`src/rtl/lns_to_linear.sv`:
```
// LNS (Q3.8 log2) to linear Q4.12 decoder: Mitchell mantissa with a quadratic
// correction whose f*g product is built by a 9-cycle LSB-first shift-add loop.
module lns_to_linear (
  input  logic        clk,
  input  logic        rst,
  input  logic        in_valid,
  output logic        in_ready,
  input  logic        in_sign,
  input  logic        in_zero,
  input  logic [10:0] in_log,
  output logic        out_valid,
  input  logic        out_ready,
  output logic        out_sign,
  output logic        out_zero,
  output logic [15:0] out_mag,
  output logic [1:0]  dbg_state
);

  // Handshakes: a word moves on a rising edge where valid and ready are both
  // high. in_ready is high only in IDLE; out_valid is high only in DONE, and
  // out_* hold still until out_ready is seen there.
  typedef enum logic [1:0] {
    S_IDLE = 2'd0,
    S_MUL  = 2'd1,
    S_NORM = 2'd2,
    S_DONE = 2'd3
  } state_t;

  state_t      r_state;
  state_t      w_next;

  logic        r_sign;
  logic        r_zero;
  logic [2:0]  r_shift;
  logic [7:0]  r_f;
  logic [8:0]  r_g;
  logic [16:0] r_acc;
  logic [3:0]  r_cnt;
  logic        r_out_sign;
  logic        r_out_zero;
  logic [15:0] r_out_mag;

  logic [16:0] w_addend;
  logic [8:0]  w_corr;
  logic [8:0]  w_m;
  logic [15:0] w_mag;

  always_ff @(posedge clk or posedge rst) begin
    if (rst) r_state <= S_IDLE;
    else     r_state <= w_next;
  end

  always_comb begin
    w_next = r_state;
    case (r_state)
      S_IDLE:  if (in_valid) w_next = S_MUL;
      S_MUL:   if (r_cnt == 4'd8) w_next = S_NORM;
      S_NORM:  w_next = S_DONE;
      S_DONE:  if (out_ready) w_next = S_IDLE;
      default: w_next = S_IDLE;
    endcase
  end

  assign w_addend = {9'd0, r_f} << r_cnt;
  assign w_corr   = {2'd0, r_acc[16:10]} + {4'd0, r_acc[16:12]};
  assign w_m      = 9'd256 + {1'b0, r_f} - w_corr;
  assign w_mag    = {7'd0, w_m} << r_shift;

  always_ff @(posedge clk or posedge rst) begin
    if (rst) begin
      r_sign     <= 1'b0;
      r_zero     <= 1'b0;
      r_shift    <= 3'd0;
      r_f        <= 8'd0;
      r_g        <= 9'd0;
      r_acc      <= 17'd0;
      r_cnt      <= 4'd0;
      r_out_sign <= 1'b0;
      r_out_zero <= 1'b0;
      r_out_mag  <= 16'd0;
    end else begin
      case (r_state)
        S_IDLE: begin
          if (in_valid) begin
            r_sign  <= in_sign;
            r_zero  <= in_zero;
            // k+4 for k = floor(log/256) in -4..3 is the exponent field with its MSB flipped
            r_shift <= {~in_log[10], in_log[9:8]};
            r_f     <= in_log[7:0];
            r_g     <= 9'd256 - {1'b0, in_log[7:0]};
            r_acc   <= 17'd0;
            r_cnt   <= 4'd0;
          end
        end
        S_MUL: begin
          if (r_g[r_cnt]) r_acc <= r_acc + w_addend;
          r_cnt <= r_cnt + 4'd1;
        end
        S_NORM: begin
          r_out_sign <= r_sign;
          r_out_zero <= r_zero;
          r_out_mag  <= r_zero ? 16'd0 : w_mag;
        end
        default: begin
        end
      endcase
    end
  end

  assign in_ready  = (r_state == S_IDLE);
  assign out_valid = (r_state == S_DONE);
  assign out_sign  = r_out_sign;
  assign out_zero  = r_out_zero;
  assign out_mag   = r_out_mag;
  assign dbg_state = r_state;

endmodule
```
`config.mk`:
```
export PLATFORM = sky130hd
export DESIGN_NAME = lns_to_linear
export DESIGN_NICKNAME = d
export VERILOG_FILES = /design/src/rtl/lns_to_linear.sv
export SDC_FILE = /design/constraint.sdc
export NUM_CORES = 1
export LEC_CHECK = 0
export CAP_MARGIN = 20
export CORE_UTILIZATION = 35
export CTS_CLUSTER_DIAMETER = 50
export CTS_CLUSTER_SIZE = 12
export DETAILED_ROUTE_END_ITERATION = 10
export PLACE_DENSITY_LB_ADDON = 0.25
export SYNTH_ARGS = -nofsm -noshare
export SYNTH_HDL_FRONTEND = slang
export SYNTH_SLANG_ARGS = --single-unit
```
`constraint.sdc`:
```
create_clock -name clk -period 9.2 [get_ports clk]
set_clock_uncertainty 0.1 [all_clocks]
set_input_delay 1.84 -clock clk [delete_from_list [all_inputs] [get_ports clk]]
set_output_delay 1.84 -clock clk [all_outputs]
set_load 0.05 [all_outputs]
```
### Word-level counts from Yosys, hierarchy flattened

Cells that the tools add are included.

| cells by class | value |
|---|---|
| $add $sub $neg | 6 |
| muxes and demuxes | 12 |
| reductions and logical operators | 6 |
| $lt $le $gt $ge | 1 |
| bitwise logic cells | 1 |
| shift-type cells | 2 |
| equality and inequality tests | 8 |

Operator list:

| kind | number |
|---|---|
| two-way mux 17 bit | 2 |
| one-hot mux 17 bit (2 select lines) | 1 |
| adder 17 bit | 1 |
| left shift 8 x 4 -> 17 bit | 1 |
| two-way mux 16 bit | 1 |
| left shift 9 x 3 -> 16 bit | 1 |
| adder 9 x 8 -> 9 bit, first input constant | 1 |
| subtractor 9 x 8 -> 9 bit | 1 |
| subtractor 9 x 8 -> 9 bit, first input constant | 1 |
| adder 7 x 5 -> 8 bit | 1 |
| one-hot mux 2 bit (4 select lines) | 1 |
| one-hot mux 4 bit (2 select lines) | 1 |
| two-way mux 2 bit | 3 |
| != test 2 bit, second input constant | 3 |
| AND reduction 3 bit | 2 |
| less-than comparator 4 x 5 -> 1 bit, second input constant | 1 |
| adder 4 x 1 -> 4 bit, second input constant | 1 |
| binary-select mux 1 bit (select 4 bit) | 1 |
| equality test 2 bit, second input constant | 2 |
| equality test 4 bit, second input constant | 1 |
| two-way mux 4 bit | 1 |
| AND reduction 2 bit | 2 |
| equality test 2 x 1 -> 1 bit, second input constant | 1 |
| zero test 2 bit | 1 |
| other kinds (4) | 4 |

| storage, ports and cells | value |
|---|---|
| register bits | 63 |
| output and inout port bits | 22 |
| input bits | 17 |
| logic and storage cells | 47 |

### Logic depth before layout (Yosys ltp)

Gate-level depths: netlist of run 1.

| logic depth | value |
|---|---|
| depth after elaboration | 4 |
| gate-level depth with buffers | 16 |
| mapped depth without buffers | 15 |

### Worst setup path before layout of run 1

No wires, ideal clock.

| timing path | value |
|---|---|
| kind | register to output |
| from | register r_state[0] (netlist: dbg_state[0]) |
| to | output port in_ready |
| data arrival time | 1285 ps |
| required time | 7260 ps |
| path buffers | 0 |
| setup slack | 5975 ps |
| stages on the path, launching flop included | 3 |
| cell sequence | dfrtp_1 -> inv_1 -> ha_1 |

| between the ends | value |
|---|---|
| cells in the longest elaborated chain, start to end | 1 |

Ends and longest elaborated chain:

| element | RTL line | RTL |
|---|---|---|
| start: declaration | 29 | `state_t r_state;` |
| start signal: assignment | 50 | `else r_state <= w_next;` |
| zero test 2 bit | 110 | `assign in_ready = (r_state == S_IDLE);` |
| end: declaration | 7 | `output logic in_ready,` |

No other way between the ends.

### Final worst setup path of run 1

Ends and elaborated chain as after synthesis.

==> results.py, run 1 <==
metrics = {
    "yosys": {
        "synth_enable_flop_cells": 0,
        "mappedNetlistNets": 563,
        "synth_top_cells_by_area": "sky130_fd_sc_hd__dfrtp_1, sky130_fd_sc_hd__ha_1, sky130_fd_sc_hd__nand2_1, sky130_fd_sc_hd__o21ai_0, sky130_fd_sc_hd__mux2_2",
        "synth_warnings": 0,
        "synth_seq_area_share_pct": 33.8,
        "synth_top_area_share_pct": 33.8,
        "synth_area_um2": 4590,
        "synth_top_cell_by_area": "sky130_fd_sc_hd__dfrtp_1",
        "postSynth.asyncResetShare_pct": 100,
        "avg_synthesized_cell_area_um2": 9.09,
        "synth.distinct_cells": 61,
        "synth_seq_cells": 62,
        "top_reg_cell_synth": "sky130_fd_sc_hd__dfrtp_1",
        "synthCells": 505,
    },
    "routing": {
        "finalWirelength_um": 10800,
        "drtPass1Iterations": 4,
        "drc_marker_count_from_the_first_detailed_route_iteration": 149,
        "routed_via_density": 5.22,
        "avgRoutedWirePerCell_um": 15.2,
        "detail-route-antenna-nets": 0,
        "route.vias.total": 3718,
        "drc": 0,
    },
    "placed_design": {
        "pre_cts_slack_ps": 5540,
        "place.port_buffers": 38,
        "place_hpwl_um": 7830,
        "finalWeightedCongestion": 0.895,
    },
    "clock_network": {
        "clock_tree.root_cell": "sky130_fd_sc_hd__clkbuf_16",
        "postCtsSetupRepairBufs": 0,
        "tritoncts": "built",
        "cts_num_sinks": 62,
        "clk_latency_ps": 350,
        "clock_tree.buffer_depth": 2,
        "maximum_level_of_the_cts_h_tree": 3,
        "path_clk_slew_ps": 60,
        "post_cts_hold_buffer_count": 0,
        "post_cts_resize_count": 0,
        "cts_inserted_buffers": 9,
    },
    "final_layout": {
        "antenna-diode-count": 0,
        "area_growth_syn_to_layout_pct": 17.9,
        "layout_cell_share_with_drive_strength_beyond_1_pct": 10.6,
        "nNetsFinal": 593,
    },
    "die": {
        "core.rowCount": 41,
        "io_pins": 39,
        "die_width_um": 116,
        "initial_utilization_pct": 36.1,
        "design.die.area_um2": 13600,
        "coreArea_um2": 12700,
        "chipHeight_um": 116,
    },
    "hold_path": {
        "worst_hold_path_type": "flip-flop to flip-flop",
    },
    "timing": {
        "finalCritPeriodShare_pct": 43.0,
        "post-route-min-period_ps": 3960,
        "report.final.slew_viol_count": 0,
        "final.hold.worst_slack_ps": 387,
        "finalWorstSetupSlack_ps": 5240,
        "report.final.hold_viol_count": 0,
        "final_setup_violating_endpoints": 0,
        "grt_setup_unrepaired": "false",
        "timing.max_slew.rel_slack_pct": 32.3,
        "timing_worst_slew_pin_value_ps": 1010,
        "setup_tns_ps": 0,
        "clock.fmax_mhz": 253,
    },
    "pwr": {
        "leakage_nw": 2.41,
        "vdd_ir_drop_max_v": 0.000177,
        "power_w": 0.00223,
        "total_power_per_unit_cell_area_nw_per_um2": 412,
    },
    "critical_path": {
        "worst_path_largest_cell_delay_ps": 850,
        "crit_buf_inv": 2,
        "timing_worst_setup_path_type": "flip-flop to output pin",
        "critical_path_required_ps": 7260,
        "type_of_element_capturing_the_critical_path": "output pin",
        "cp_top_family": "buffers and inverters",
        "worstSetupStartpointType": "flip-flop",
        "worst-endpoint-arrival_ps": 2020,
        "cpMaxStageDelayCell": "sky130_fd_sc_hd__clkdlybuf4s50_1",
        "timing.critical_path.cells": "inv_1 -> ha_1 -> clkdlybuf4s50_1",
        "biggest_fanout_along_the_worst_timing_path": 6,
    },
    "global_routing": {
        "grt_use_total_pct": 17.3,
        "number_of_antenna_violations_at_the_first_check_in_global_routing": 0,
        "number_of_global_route_vias_before_repair": 3574,
        "grt_start_max_net_pins": 63,
        "first_pass_grt_wire_length_um": 17800,
        "grt.overflow.total": 0,
    },
    "flow_run": {
        "maxCapViolations": 0,
    },
    "status": {
        "run_status": "complete, no violations",
    },
}
worst reg2reg max path, stage by stage, from the launching register on:
cell and delay, ps:
sky130_fd_sc_hd__dfrtp_1 760, sky130_fd_sc_hd__clkinv_1 410, sky130_fd_sc_hd__mux2i_1 210, sky130_fd_sc_hd__nand2_1 90
sky130_fd_sc_hd__o21ai_0 120, sky130_fd_sc_hd__and2_1 200, sky130_fd_sc_hd__ha_1 320, sky130_fd_sc_hd__and4_1 180
sky130_fd_sc_hd__o21ai_1 340, sky130_fd_sc_hd__o21ai_1 220, sky130_fd_sc_hd__o31ai_1 270, sky130_fd_sc_hd__xor2_1 200
sky130_fd_sc_hd__o21ai_2 60
Yosys cell counts, drive strengths merged, types with 3 or more instances:
cell type   n
dfrtp      62
nand3       9
xnor2      13
o211ai      5
o221ai      6
a31oi       8
and2        3
a211oi      5
o21ai      49
inv        35
nand2b      8
a21oi      27
xor2       12
a21o       12
nor3       14
nor2       27
mux2       17
o22ai       4
o2bb2ai     4
clkbuf     12
nor2b       4
a32o        4
buf         8
fa          6
nand2      68
mux2i      13
ha         35
and3        3
a22o        6
routing by layer:
| layer | part of all wire [%] | track usage, % |
|---|---|---|
| met1 | 48 | 23.1 |
| met2 | 46 | 27.2 |
| met3 | 4.5 | 3.94 |
| met4 | 1.4 | 6.32 |
| met5 | 0 | 0 |
cell type report:
class                      count  area [um^2]
clock buffer                   9          225
tap                          172          215
sequential                    62         1550
clock inverter                 7          104
multi-input combinational    386         2780
fill                        1290         7310
timing repair buffer          39          388
inverter                      37          144
state kept, by name, summed over array words and instances (netlist names):
| signal | flops |
|---|---|
| r_zero | 1 |
| r_g | 8 |
| dbg_state | 2 |
| r_f | 8 |
| out_zero | 1 |
| r_sign | 1 |
| r_acc | 17 |
| out_mag | 16 |
| out_sign | 1 |
| r_cnt | 4 |
| r_shift | 3 |
logic make-up (layout without fill, tap and decap cells):
kind of cell / Yosys count / count (layout) / synth area share, %
AO/OA/AOI/OAI: 147 / 147 / 21.8
XOR/XNOR: 25 / 25 / 4.77
adder cells (fa/ha/maj): 41 / 41 / 12.2
buffers and inverters: 57 / 92 / 5.54
flip-flops: 62 / 62 / 33.8
multiplexers: 32 / 32 / 8.15
AND/OR/NAND/NOR: 141 / 141 / 13.7
cell usage in the layout (no fill, tap or decap), drive strengths merged, types with 3 or more instances in the layout:
cell type,instances
clkinv,4
a31oi,8
xnor2,13
a21o,12
and3,3
xor2,12
mux2,17
nand2,68
a32o,4
o221ai,6
o211ai,5
nor2,27
nand3,9
mux2i,13
nor3,14
ha,35
o22ai,4
fa,6
nor2b,4
clkbuf,9
o21ai,49
nand2b,8
clkdlybuf4s50,38
o2bb2ai,4
dfrtp,62
a211oi,5
a21oi,27
a22o,6
and2,3
inv,38
metrics by stage:
step                      area, um^2  utilization, %  cells
after floorplan                 4590               -    505
after global placement          5080            39.9    696
after detailed placement        5080            39.9    696
after CTS                       5410            42.5    712
after global routing            5410            42.5    712
final                           5410            42.5    712
worst paths after layout:
path,slack [ps],end,start,depth (start not counted)
worst min-delay path,390,r_g[6],r_g[6],2
worst min register to register,390,r_g[6],r_g[6],2
worst max-delay path,5240,in_ready,dbg_state[0],3
min in group asynchronous,1950,r_g[5],rst,3
worst max register to register,5610,r_acc[11],r_cnt[0],12
max in group asynchronous,6500,out_mag[15],rst,3
report_power, final:
part           switching [W]  internal, W
clock               0.000142     0.000241
sequential          0.000126     0.000376
combinational       0.000812     0.000533
total                0.00108      0.00115
Power figures use the tool's default switching activity.
==> inputs of run 2 (changes only) <==
==> constraint.sdc (replaced) <==
create_clock -name clk -period 3.81 [get_ports clk]
set_clock_uncertainty 0.1 [all_clocks]
set_input_delay 0.762 -clock clk [delete_from_list [all_inputs] [get_ports clk]]
set_output_delay 0.762 -clock clk [all_outputs]
set_load 0.05 [all_outputs]
==> results.py, run 2 (synthesis results as in run 1) <==
metrics = {
    "final_layout": {
        "layout.area.seq_um2": 1550,
        "largest_register": "r_acc",
        "largest_reg_flops": 17,
        "fillCellCount": 1319,
        "area_growth_syn_to_layout_pct": 18.2,
        "antenna-diode-count": 0,
        "commonest_cells_after_routing_fill_and_taps_aside": "sky130_fd_sc_hd__nand2_1, sky130_fd_sc_hd__dfrtp_1, sky130_fd_sc_hd__clkdlybuf4s50_1",
        "multi_input_comb_area_um2": 2780,
        "layout_commonest_cell": "sky130_fd_sc_hd__nand2_1",
        "nNetsFinal": 597,
        "layout_cell_share_with_drive_strength_beyond_1_pct": 11.4,
    },
    "die": {
        "initial_utilization_pct": 36.1,
        "chipHeight_um": 116,
        "coreArea_um2": 12700,
        "io_pins": 39,
        "core.rowCount": 41,
        "die_width_um": 116,
        "design.die.area_um2": 13600,
    },
    "timing": {
        "timing_worst_slew_pin_value_ps": 977,
        "final_setup_violating_endpoints": 0,
        "timing.max_slew.rel_slack_pct": 34.7,
        "grt_setup_unrepaired": "false",
        "finalCritPeriodShare_pct": 86.7,
        "setup_tns_ps": 0,
        "post-route-min-period_ps": 3300,
        "report.final.slew_viol_count": 0,
        "clock.fmax_mhz": 303,
        "report.final.hold_viol_count": 0,
    },
    "pwr": {
        "leakage_nw": 2.42,
        "power_w": 0.00535,
        "vdd_ir_drop_max_v": 0.000419,
        "total_power_per_unit_cell_area_nw_per_um2": 986,
    },
    "critical_path": {
        "crit_buf_inv": 1,
        "worstSetupStartpointType": "flip-flop",
        "cp.depth": 12,
        "cpMaxStageDelayCell": "sky130_fd_sc_hd__dfrtp_1",
        "timing_worst_setup_path_type": "flip-flop to flip-flop",
        "biggest_fanout_along_the_worst_timing_path": 14,
        "type_of_element_capturing_the_critical_path": "flip-flop",
        "critical_path_required_ps": 3920,
        "worst_path_largest_cell_delay_ps": 590,
        "cp_top_family": "compound AO/OA/AOI/OAI gates",
        "timing.reg2reg.worst_path_depth": 12,
        "timing.critical_path.cells": "inv_1 -> nor3_1 -> nand2_1 -> o21ai_0 -> ha_1 -> and3_1 -> nand2_1 -> nor2_1 -> a211o_1 -> a31oi_1 -> xor2_1 -> o21ai_0",
        "worst-endpoint-arrival_ps": 3420,
    },
    "clock_network": {
        "clock_tree.root_cell": "sky130_fd_sc_hd__clkbuf_16",
        "clock_tree.buffer_depth": 2,
        "tritoncts": "built",
        "cts_inserted_buffers": 9,
        "clk_latency_ps": 350,
        "path_clk_slew_ps": 50,
        "post_cts_hold_buffer_count": 0,
        "cts_num_sinks": 62,
        "maximum_level_of_the_cts_h_tree": 3,
    },
    "global_routing": {
        "grt_util_met1_pct": 23.8,
        "number_of_antenna_violations_at_the_first_check_in_global_routing": 0,
        "grt.overflow.total": 0,
        "met2_routing_resource_usage_after_global_routing_pct": 27.7,
        "first_pass_grt_wire_length_um": 18100,
        "grt_use_total_pct": 17.6,
        "grt_start_max_net_pins": 32,
        "layer_carrying_the_most_global_route_usage": "met2",
        "met3_capacity_usage_during_global_routing_pct": 2.80,
        "number_of_global_route_vias_before_repair": 3627,
    },
    "routing": {
        "detail-route-antenna-nets": 0,
        "finalWirelength_um": 10800,
        "drc_marker_count_from_the_first_detailed_route_iteration": 153,
        "drc": 0,
        "routed_via_density": 5.23,
        "drtPass1Iterations": 4,
        "route.vias.total": 3746,
        "avgRoutedWirePerCell_um": 15.2,
    },
    "placed_design": {
        "place.port_buffers": 38,
        "place_hpwl_um": 8210,
        "finalWeightedCongestion": 0.856,
    },
    "status": {
        "run_status": "complete, no violations",
    },
    "flow_run": {
        "maxCapViolations": 0,
    },
    "hold_path": {
        "worstHoldPathCells": 2,
        "worst_hold_path_type": "flip-flop to flip-flop",
    },
}
[run 2: through the flow]
step | setup WS (ps) | std cells | util (%) | hold slack [ps] | cell area [um^2]
4_1_cts | 362 | 716 | 42.6 | 385 | 5420
3_3_place_gp | 495 | 700 | 40.2 | 368 | 5110
2_1_floorplan | 869 | 505 | - | 342 | 4590
3_5_place_dp | 427 | 700 | 40.2 | 373 | 5110
6_report | 505 | 716 | 42.6 | 380 | 5420
5_1_grt | 171 | 716 | 42.6 | 403 | 5420
[run 2: per-layer routing]
layer / share of wire [%] / vias up
met3: 2.8 / 12
li1: - / 1874
met5: 0 / -
met4: 1.9 / 0
met1: 49 / 1802
met2: 46 / 58
[run 2: final cells by class]
| type | instances | share of cell area [%] |
|---|---|---|
| flip-flops and latches | 62 | 28.6 |
| inverters | 37 | 2.65 |
| well taps | 172 | 3.97 |
| clock buffers | 11 | 4.66 |
| clock inverters | 5 | 1.04 |
| repair buffers | 43 | 7.71 |
| multi-input cells | 386 | 51.3 |
[run 2: final timing paths]
check                           startpoint    endpoint  slack (ps)
worst max register to register    r_cnt[2]   r_acc[15]         510
min in group asynchronous              rst  r_shift[0]         680
worst min-delay path                r_g[7]      r_g[7]         380
max in group asynchronous              rst  out_mag[7]        2250
worst min register to register      r_g[7]      r_g[7]         380
worst max-delay path              r_cnt[2]   r_acc[15]         510
[run 2: power breakdown]
| group | switching, W | internal, W | leakage, nW |
|---|---|---|---|
| Sequential | 0.000283 | 0.000909 | 0.800 |
| Clock | 0.000318 | 0.000542 | 0.152 |
| Combinational | 0.00199 | 0.00131 | 1.47 |
[run 2: worst min-delay path, delay by kind of cell, from the launching register on]
family | cells | cell delay (ps)
AO/OA/AOI/OAI | 1 | 60
flip-flops | 1 | 340
AND/OR/NAND/NOR | 1 | 50
[run 2: what timing repair did]
item | 4_1_cts | 5_1_grt
gates resized for setup | 0 | 1
setup buffers | 0 | 0
endpoints found under the hold margin | 0 | 0
endpoints found under the setup margin | 0 | 1
==> inputs of run 3 (changes only) <==
--- a/config.mk
+++ b/config.mk
@@ -11,6 +11,7 @@
 export CTS_CLUSTER_SIZE = 12
 export DETAILED_ROUTE_END_ITERATION = 10
 export PLACE_DENSITY_LB_ADDON = 0.25
+export RECOVER_POWER = 50
 export SYNTH_ARGS = -nofsm -noshare
 export SYNTH_HDL_FRONTEND = slang
 export SYNTH_SLANG_ARGS = --single-unit
==> results.py, run 3 (synthesis results as in run 1) <==
metrics = {
    "timing": {
        "clock.fmax_mhz": 303,
        "finalCritPeriodShare_pct": 86.6,
        "timing.max_slew.rel_slack_pct": 20.5,
        "setup_tns_ps": 0,
        "report.final.slew_viol_count": 0,
        "timing_worst_slew_pin_value_ps": 1190,
        "final_setup_violating_endpoints": 0,
        "post-route-min-period_ps": 3300,
        "report.final.hold_viol_count": 0,
        "grt_setup_unrepaired": "false",
    },
    "critical_path": {
        "timing.reg2reg.worst_path_depth": 12,
        "cp_top_family": "compound AO/OA/AOI/OAI gates",
        "type_of_element_capturing_the_critical_path": "flip-flop",
        "worst_path_largest_cell_delay_ps": 580,
        "cp.depth": 12,
        "worst-endpoint-arrival_ps": 3410,
        "critical_path_required_ps": 3920,
        "crit_buf_inv": 1,
        "worstSetupStartpointType": "flip-flop",
        "worst_reg2reg_setup_slack_ps": 510,
        "cpMaxStageDelayCell": "sky130_fd_sc_hd__dfrtp_1",
        "biggest_fanout_along_the_worst_timing_path": 14,
        "timing_worst_setup_path_type": "flip-flop to flip-flop",
        "crit-reg2reg-launch": "r_cnt[2]",
        "reg2reg_to": "r_acc[15]",
        "timing.critical_path.cells": "inv_1 -> nor3_1 -> nand2_1 -> o21ai_0 -> ha_1 -> and3_1 -> nand2_1 -> nor2_1 -> a211o_1 -> a31oi_1 -> xor2_1 -> o21ai_0",
    },
    "die": {
        "coreArea_um2": 12700,
        "die_width_um": 116,
        "initial_utilization_pct": 36.1,
        "design.die.area_um2": 13600,
        "core.rowCount": 41,
        "io_pins": 39,
        "chipHeight_um": 116,
    },
    "global_routing": {
        "grt.overflow.total": 0,
        "first_pass_grt_wire_length_um": 18100,
        "grt_use_total_pct": 17.6,
        "number_of_antenna_violations_at_the_first_check_in_global_routing": 0,
        "number_of_global_route_vias_before_repair": 3627,
        "grt_start_max_net_pins": 32,
    },
    "routing": {
        "detail-route-antenna-nets": 0,
        "drtPass1Iterations": 4,
        "avgRoutedWirePerCell_um": 15.2,
        "finalWirelength_um": 10900,
        "routed_via_density": 5.23,
        "route.vias.total": 3746,
        "drc_marker_count_from_the_first_detailed_route_iteration": 151,
        "drc": 0,
    },
    "final_layout": {
        "layout_cell_share_with_drive_strength_beyond_1_pct": 10.7,
        "layout.area.seq_um2": 1550,
        "commonest_cells_after_routing_fill_and_taps_aside": "sky130_fd_sc_hd__nand2_1, sky130_fd_sc_hd__dfrtp_1, sky130_fd_sc_hd__o21ai_0, sky130_fd_sc_hd__clkdlybuf4s50_1, sky130_fd_sc_hd__ha_1",
        "antenna-diode-count": 0,
        "largest_register": "r_acc",
        "area_growth_syn_to_layout_pct": 17.9,
        "largest_reg_flops": 17,
        "layout_commonest_cell": "sky130_fd_sc_hd__nand2_1",
        "final_util_pct": 42.5,
        "multi_input_comb_area_um2": 2780,
        "fillCellCount": 1325,
        "nNetsFinal": 597,
    },
    "clock_network": {
        "path_clk_slew_ps": 50,
        "cts_inserted_buffers": 9,
        "post_cts_hold_buffer_count": 0,
        "cts_num_sinks": 62,
        "clock_tree.buffer_depth": 2,
        "maximum_level_of_the_cts_h_tree": 3,
        "post_cts_resize_count": 0,
        "clock_tree.root_cell": "sky130_fd_sc_hd__clkbuf_16",
        "postCtsSetupRepairBufs": 0,
        "clk_latency_ps": 340,
        "tritoncts": "built",
    },
    "pwr": {
        "vdd_ir_drop_max_v": 0.000419,
        "comb_power_share_pct": 61.6,
        "leakage_nw": 2.41,
        "total_power_per_unit_cell_area_nw_per_um2": 987,
        "power_w": 0.00534,
        "switching_share_pct": 48.5,
        "seqPwrFrac_pct": 22.3,
        "intPower_w": 0.00275,
        "clock_power_share_pct": 16.1,
        "power.switching_w": 0.00259,
    },
    "placed_design": {
        "place_hpwl_um": 8210,
        "finalWeightedCongestion": 0.856,
        "place.port_buffers": 38,
    },
    "status": {
        "run_status": "complete, no violations",
    },
    "hold_path": {
        "whs_endpoint": "r_g[7]",
        "worstHoldPathCells": 2,
        "worst_hold_path_type": "flip-flop to flip-flop",
        "min-delay-start": "r_g[7]",
    },
    "flow_run": {
        "maxCapViolations": 0,
    },
}
[run 3: changes by cell type in the layout (fill, tap and decap cells not counted)]
cell,previous run,this run
sky130_fd_sc_hd__dlygate4sd3_1,0,2
sky130_fd_sc_hd__inv_2,2,1
sky130_fd_sc_hd__clkbuf_1,0,3
sky130_fd_sc_hd__inv_1,32,33
sky130_fd_sc_hd__buf_4,5,2
sky130_fd_sc_hd__clkdlybuf4s50_1,38,36
[run 3: worst register-to-register path: stages (launching register included)]
cell and delay (ps):
sky130_fd_sc_hd__dfrtp_1 580, sky130_fd_sc_hd__inv_1 290, sky130_fd_sc_hd__nor3_1 390, sky130_fd_sc_hd__nand2_1 90, sky130_fd_sc_hd__o21ai_0 320, sky130_fd_sc_hd__ha_1 360
sky130_fd_sc_hd__and3_1 180, sky130_fd_sc_hd__nand2_1 80, sky130_fd_sc_hd__nor2_1 40, sky130_fd_sc_hd__a211o_1 270, sky130_fd_sc_hd__a31oi_1 180, sky130_fd_sc_hd__xor2_1 170
sky130_fd_sc_hd__o21ai_0 100
[run 3: through the flow]
stage / setup slack (ps) / instances / area, um^2 / hold slack, ps
2_1_floorplan: 869 / 505 / 4590 / 342
3_3_place_gp: 495 / 700 / 5110 / 368
3_5_place_dp: 427 / 700 / 5110 / 373
4_1_cts: 362 / 716 / 5420 / 385
5_1_grt: 171 / 716 / 5410 / 403
6_report: 510 / 716 / 5410 / 380
[run 3: power groups by stage]
stage / combinational, W / clock (W) / sequential [W]
global route: 0.00367 / 0.000901 / 0.00123
finish: 0.00329 / 0.000860 / 0.00119
detailed placement: 0.00328 / 0 / 0.00121
CTS: 0.00331 / 0.000877 / 0.00119
global placement: 0.00325 / 0 / 0.00119
floorplan: 0.00240 / 0 / 0.00134
[run 3: metal layers]
metal	up-vias	global-route usage, %	routed length, um
met3	12	2.80	312
met1	1801	23.8	5340
met5	-	0	0
met4	0	7.69	204
met2	60	27.7	5010
li1	1873	-	-
[run 3: area by class of cell]
class / count / share of cell area, %
inverter: 37 / 2.66
sequential: 62 / 28.7
clock inverter: 5 / 1.04
timing repair buffer: 43 / 7.52
tap: 172 / 3.98
clock buffer: 11 / 4.67
multi-input combinational: 386 / 51.4
[run 3: worst max-delay path by stage]
stage	slack (ps)	from	to
floorplan	870	r_cnt[1]	r_acc[16]
global placement	490	r_cnt[1]	r_acc[15]
detailed placement	430	r_cnt[1]	r_acc[16]
CTS	360	r_cnt[1]	r_acc[16]
global route	170	r_cnt[1]	r_acc[11]
finish	510	r_cnt[2]	r_acc[15]
==> edit 1, RTL diff (config.mk and constraints of run 3) <==
Put one more register stage on the output `dbg_state`, with the module's reset. The value now appears one clock later. The other outputs are not delayed to match.
--- a/src/rtl/lns_to_linear.sv
+++ b/src/rtl/lns_to_linear.sv
@@ -114,3 +114,9 @@
   assign out_mag   = r_out_mag;
-  assign dbg_state = r_state;
+  always_ff @(posedge clk or posedge rst) begin
+    if (rst) begin
+      dbg_state <= '0;
+    end else begin
+      dbg_state <= r_state;
+    end
+  end
 
Formal check against the unedited RTL: not equivalent (a bounded check fails within 4 cycles, from zero or initial values and one cycle with rst high).
==> edit 1 against run 3 <==
Sequential cell count increased by 2; count of clock-buffer cells in the layout decreased by 2; final area decreased by 0.14%; clock power decreased by 11%; final cell count increased by 0.42%; power increased by 0.98%; worst setup slack got worse by 170 ps; critical path depth increased by 1; sequential power increased by 7%; routed wire length about the same; core utilization decreased by 0.059 points; worst hold slack got worse by 32 ps; area after synthesis about the same.
==> edit 1: results (changes against run 3) <==
metric;value;unit;change
route.met2.wl;5260;um;+5.2%
timing.rr.start;r_cnt[1];;
drt-met1-wl;5020;um;-6.0%
reg2regPathDepth;13;;+1
tightest_slew;1110;ps;-87.4 ps
yosysUniqueCellTypes;59;;-3.3%
drive_above_1_share;8.59;%;-2.1 points
wl_met3;366;um;+17%
first_iter_violations;159;;+5.3%
place_inst;704;;+0.57%
cp_max_fo;9;;-5
final_nets;601;;+0.67%
gp_congestion;0.835;;-2.4%
hold_depth;0;;-2
run_status;complete, no violations;;
post-place-ws;393;ps;-34.0 ps
pg_comb;3.36;mW;+2%
first_pass_iters;5;;+1
synthTopCellsByCount;dfrtp_1 (64), nand2_1 (63), o21ai_0 (50);;
hold_slack;348;ps;-31.8 ps
leakage;2.37;nW;-1.6%
grt_first_pass_wirelength;18700;um;+3.3%
grt_max_degree;37;;+16%
fin_cells;719;;+0.42%
holdPathEnd;dbg_state[0];;
avgSynthCellArea;8.99;um^2;-1.0%
syn_nets;568;;+0.89%
dp_hpwl;8200;um;about the same
reg2reg_to;r_acc[16];;
r2r_setup_slack;340;ps;-170 ps
grt_usage;18.0;%;+0.45 points
finalPower;5.39;mW;+0.98%
p_seq_share;23.5;%;+1.2 points
vdd_drop_max;0.000548;V;+31%
edit 1: worst max-delay path by stage:
| stage | from | end | slack, ps | depth (start not counted) |
|---|---|---|---|---|
| floorplan | r_cnt[1] | r_acc[12] | 510 | 16 |
| global placement | r_cnt[1] | r_acc[12] | 430 | 13 |
| detailed placement | r_cnt[1] | r_acc[16] | 390 | 13 |
| CTS | r_cnt[1] | r_acc[16] | 370 | 13 |
| global route | r_cnt[0] | r_acc[16] | 40 | 14 |
| finish | r_cnt[1] | r_acc[16] | 340 | 13 |
edit 1: routing by layer:
| metal | track usage, % | vias to the layer above |
|---|---|---|
| li1 | - | 1895 |
| met4 | 7.69 | 0 |
| met2 | 29.9 | 69 |
| met5 | 0 | - |
| met1 | 23.0 | 1860 |
| met3 | 3.43 | 16 |
edit 1: logic make-up after synthesis:
logic type | Yosys count | share of synthesized area [%]
simple gates | 131 | 12.7
buf+inv | 59 | 4.99
flops | 64 | 34.9
fa+ha+maj | 41 | 12.2
compound gates | 160 | 22.8
mux | 30 | 7.59
xor+xnor | 25 | 4.77
edit 1: worst max-delay path, stage by stage, from the launching register on:
cell	delay (ps)
dfrtp_1	580
mux2_2	400
o21ai_0	260
nor2_1	70
a31oi_1	200
nor2_1	90
ha_1	390
o21ai_0	140
a211oi_1	230
o21ai_0	200
o21ai_0	270
xor2_1	200
nor3_1	60
o21bai_1	160
edit 1: cell type report:
type / count / area (um^2)
Clock buffer: 9 / 225
Clock inverter: 6 / 47.5
Fill cell: 1326 / 7320
Inverter: 38 / 143
Multi-Input combinational cell: 387 / 2760
Sequential cell: 64 / 1600
Tap cell: 172 / 215
Timing Repair Buffer: 43 / 415
==> edit 2, RTL diff (config.mk and constraints of run 3) <==
Made on the original files. Make the reset (`rst`) synchronous in 2 clocked blocks.
--- a/src/rtl/lns_to_linear.sv
+++ b/src/rtl/lns_to_linear.sv
@@ -47,3 +47,3 @@
 
-  always_ff @(posedge clk or posedge rst) begin
+  always_ff @(posedge clk) begin
     if (rst) r_state <= S_IDLE;
@@ -68,3 +68,3 @@
 
-  always_ff @(posedge clk or posedge rst) begin
+  always_ff @(posedge clk) begin
     if (rst) begin
Check against the original RTL: differs if rst is asserted again (counterexample within 4 cycles, from zero or initial values and one cycle with rst high); with rst held inactive, the same outputs for 10 cycles.
==> edit 2 against run 3 <==
Via count increased by 5.0%; count of clock-buffer cells in the layout decreased by 2; routed wire length decreased by 1.9%; area after synthesis decreased by 4.2%; final area decreased by 3.9%; critical path depth unchanged; global-route usage about the same; sequential cell count unchanged; worst setup slack got worse by 92 ps; critical path type unchanged.
Power is not compared: it rests on default switching activity, and its combinational part moved more than twofold at a synthesized area within 25%.
==> edit 2: results (changes against run 3) <==
metric;value;unit;change
run_status;complete, no violations;;
multi_input_area;2890;um^2;+3.7%
vias;3934;;+5.0%
register_area;1240;um^2;-20%
nFillCells;1258;;-5.1%
dp_hpwl;7870;um;-4.1%
wl_per_cell;14.2;um;-6.3%
async_flop_share;0;%;-100 points
yosysSeqAreaShare;28.2;%;-5.6 points
yosysUniqueCellTypes;56;;-8.2%
clock_area_share;5.90;%;+0.18 points
signal_buffers;45;;+4.7%
relSlewSlack;31.8;%;+11 points
synth_xor_area_share;4.78;%;+0.011 points
final-nonclk-buf-share;8.23;%;+0.71 points
min_path_type;register to register;;
grt-ovfl-total;0;;unchanged
nNonClkInverters;34;;-8.1%
final_nets;635;;+6.4%
synthTopCellsByArea;dfxtp_1 (28%), ha_1 (10%), nand2_1 (6.7%);;
arrival;3560;ps;+150 ps
synth_top_area_cell;dfxtp_1;;
nMultiInputCombCells;425;;+10%
grt_pass1_vias;3847;;+6.1%
grt_max_degree;37;;+16%
cpPeakStageDelay;430;ps;-150 ps
gp_congestion;0.877;;+2.5%
grt_usage;17.6;%;+0.050 points
synth-warning-count;0;;unchanged
syn_nets;608;;+8.0%
drive_above_1_share;8.08;%;-2.6 points
synth_fa_ha_area_share;12.7;%;+0.54 points
grt_first_pass_wirelength;18200;um;+0.34%
slowest_stage;dfxtp_1;;
synthTopCellsByCount;nand2_1 (79), dfxtp_1 (62), a21oi_1 (50);;
synthMuxAreaShare;6.26;%;-1.9 points
## edit 2: final timing paths
path	from	end	slack, ps	cells past startpoint
worst min register to register	r_g[6]	r_g[6]	360	2
worst max register to register	r_f[1]	r_acc[15]	420	12
worst min-delay path	r_g[6]	r_g[6]	360	2
worst max-delay path	r_f[1]	r_acc[15]	420	12
## edit 2: metal layers
layer | vias up | GRT usage, % | routed length [um]
li1 | 2000 | - | -
met1 | 1848 | 23.1 | 5090
met2 | 71 | 28.4 | 4970
met3 | 15 | 4.61 | 464
met4 | 0 | 5.37 | 138
met5 | - | 0 | 0
## edit 2: metrics by stage
step                      setup slack [ps]  instances  instance area, um^2  utilization (%)
after floorplan                        799        550                 4390                -
after global placement                 549        734                 4890             40.4
after detailed placement               478        734                 4890             40.4
after CTS                              461        750                 5200             42.9
after global routing                   160        750                 5200             42.9
final                                  419        750                 5200             42.9
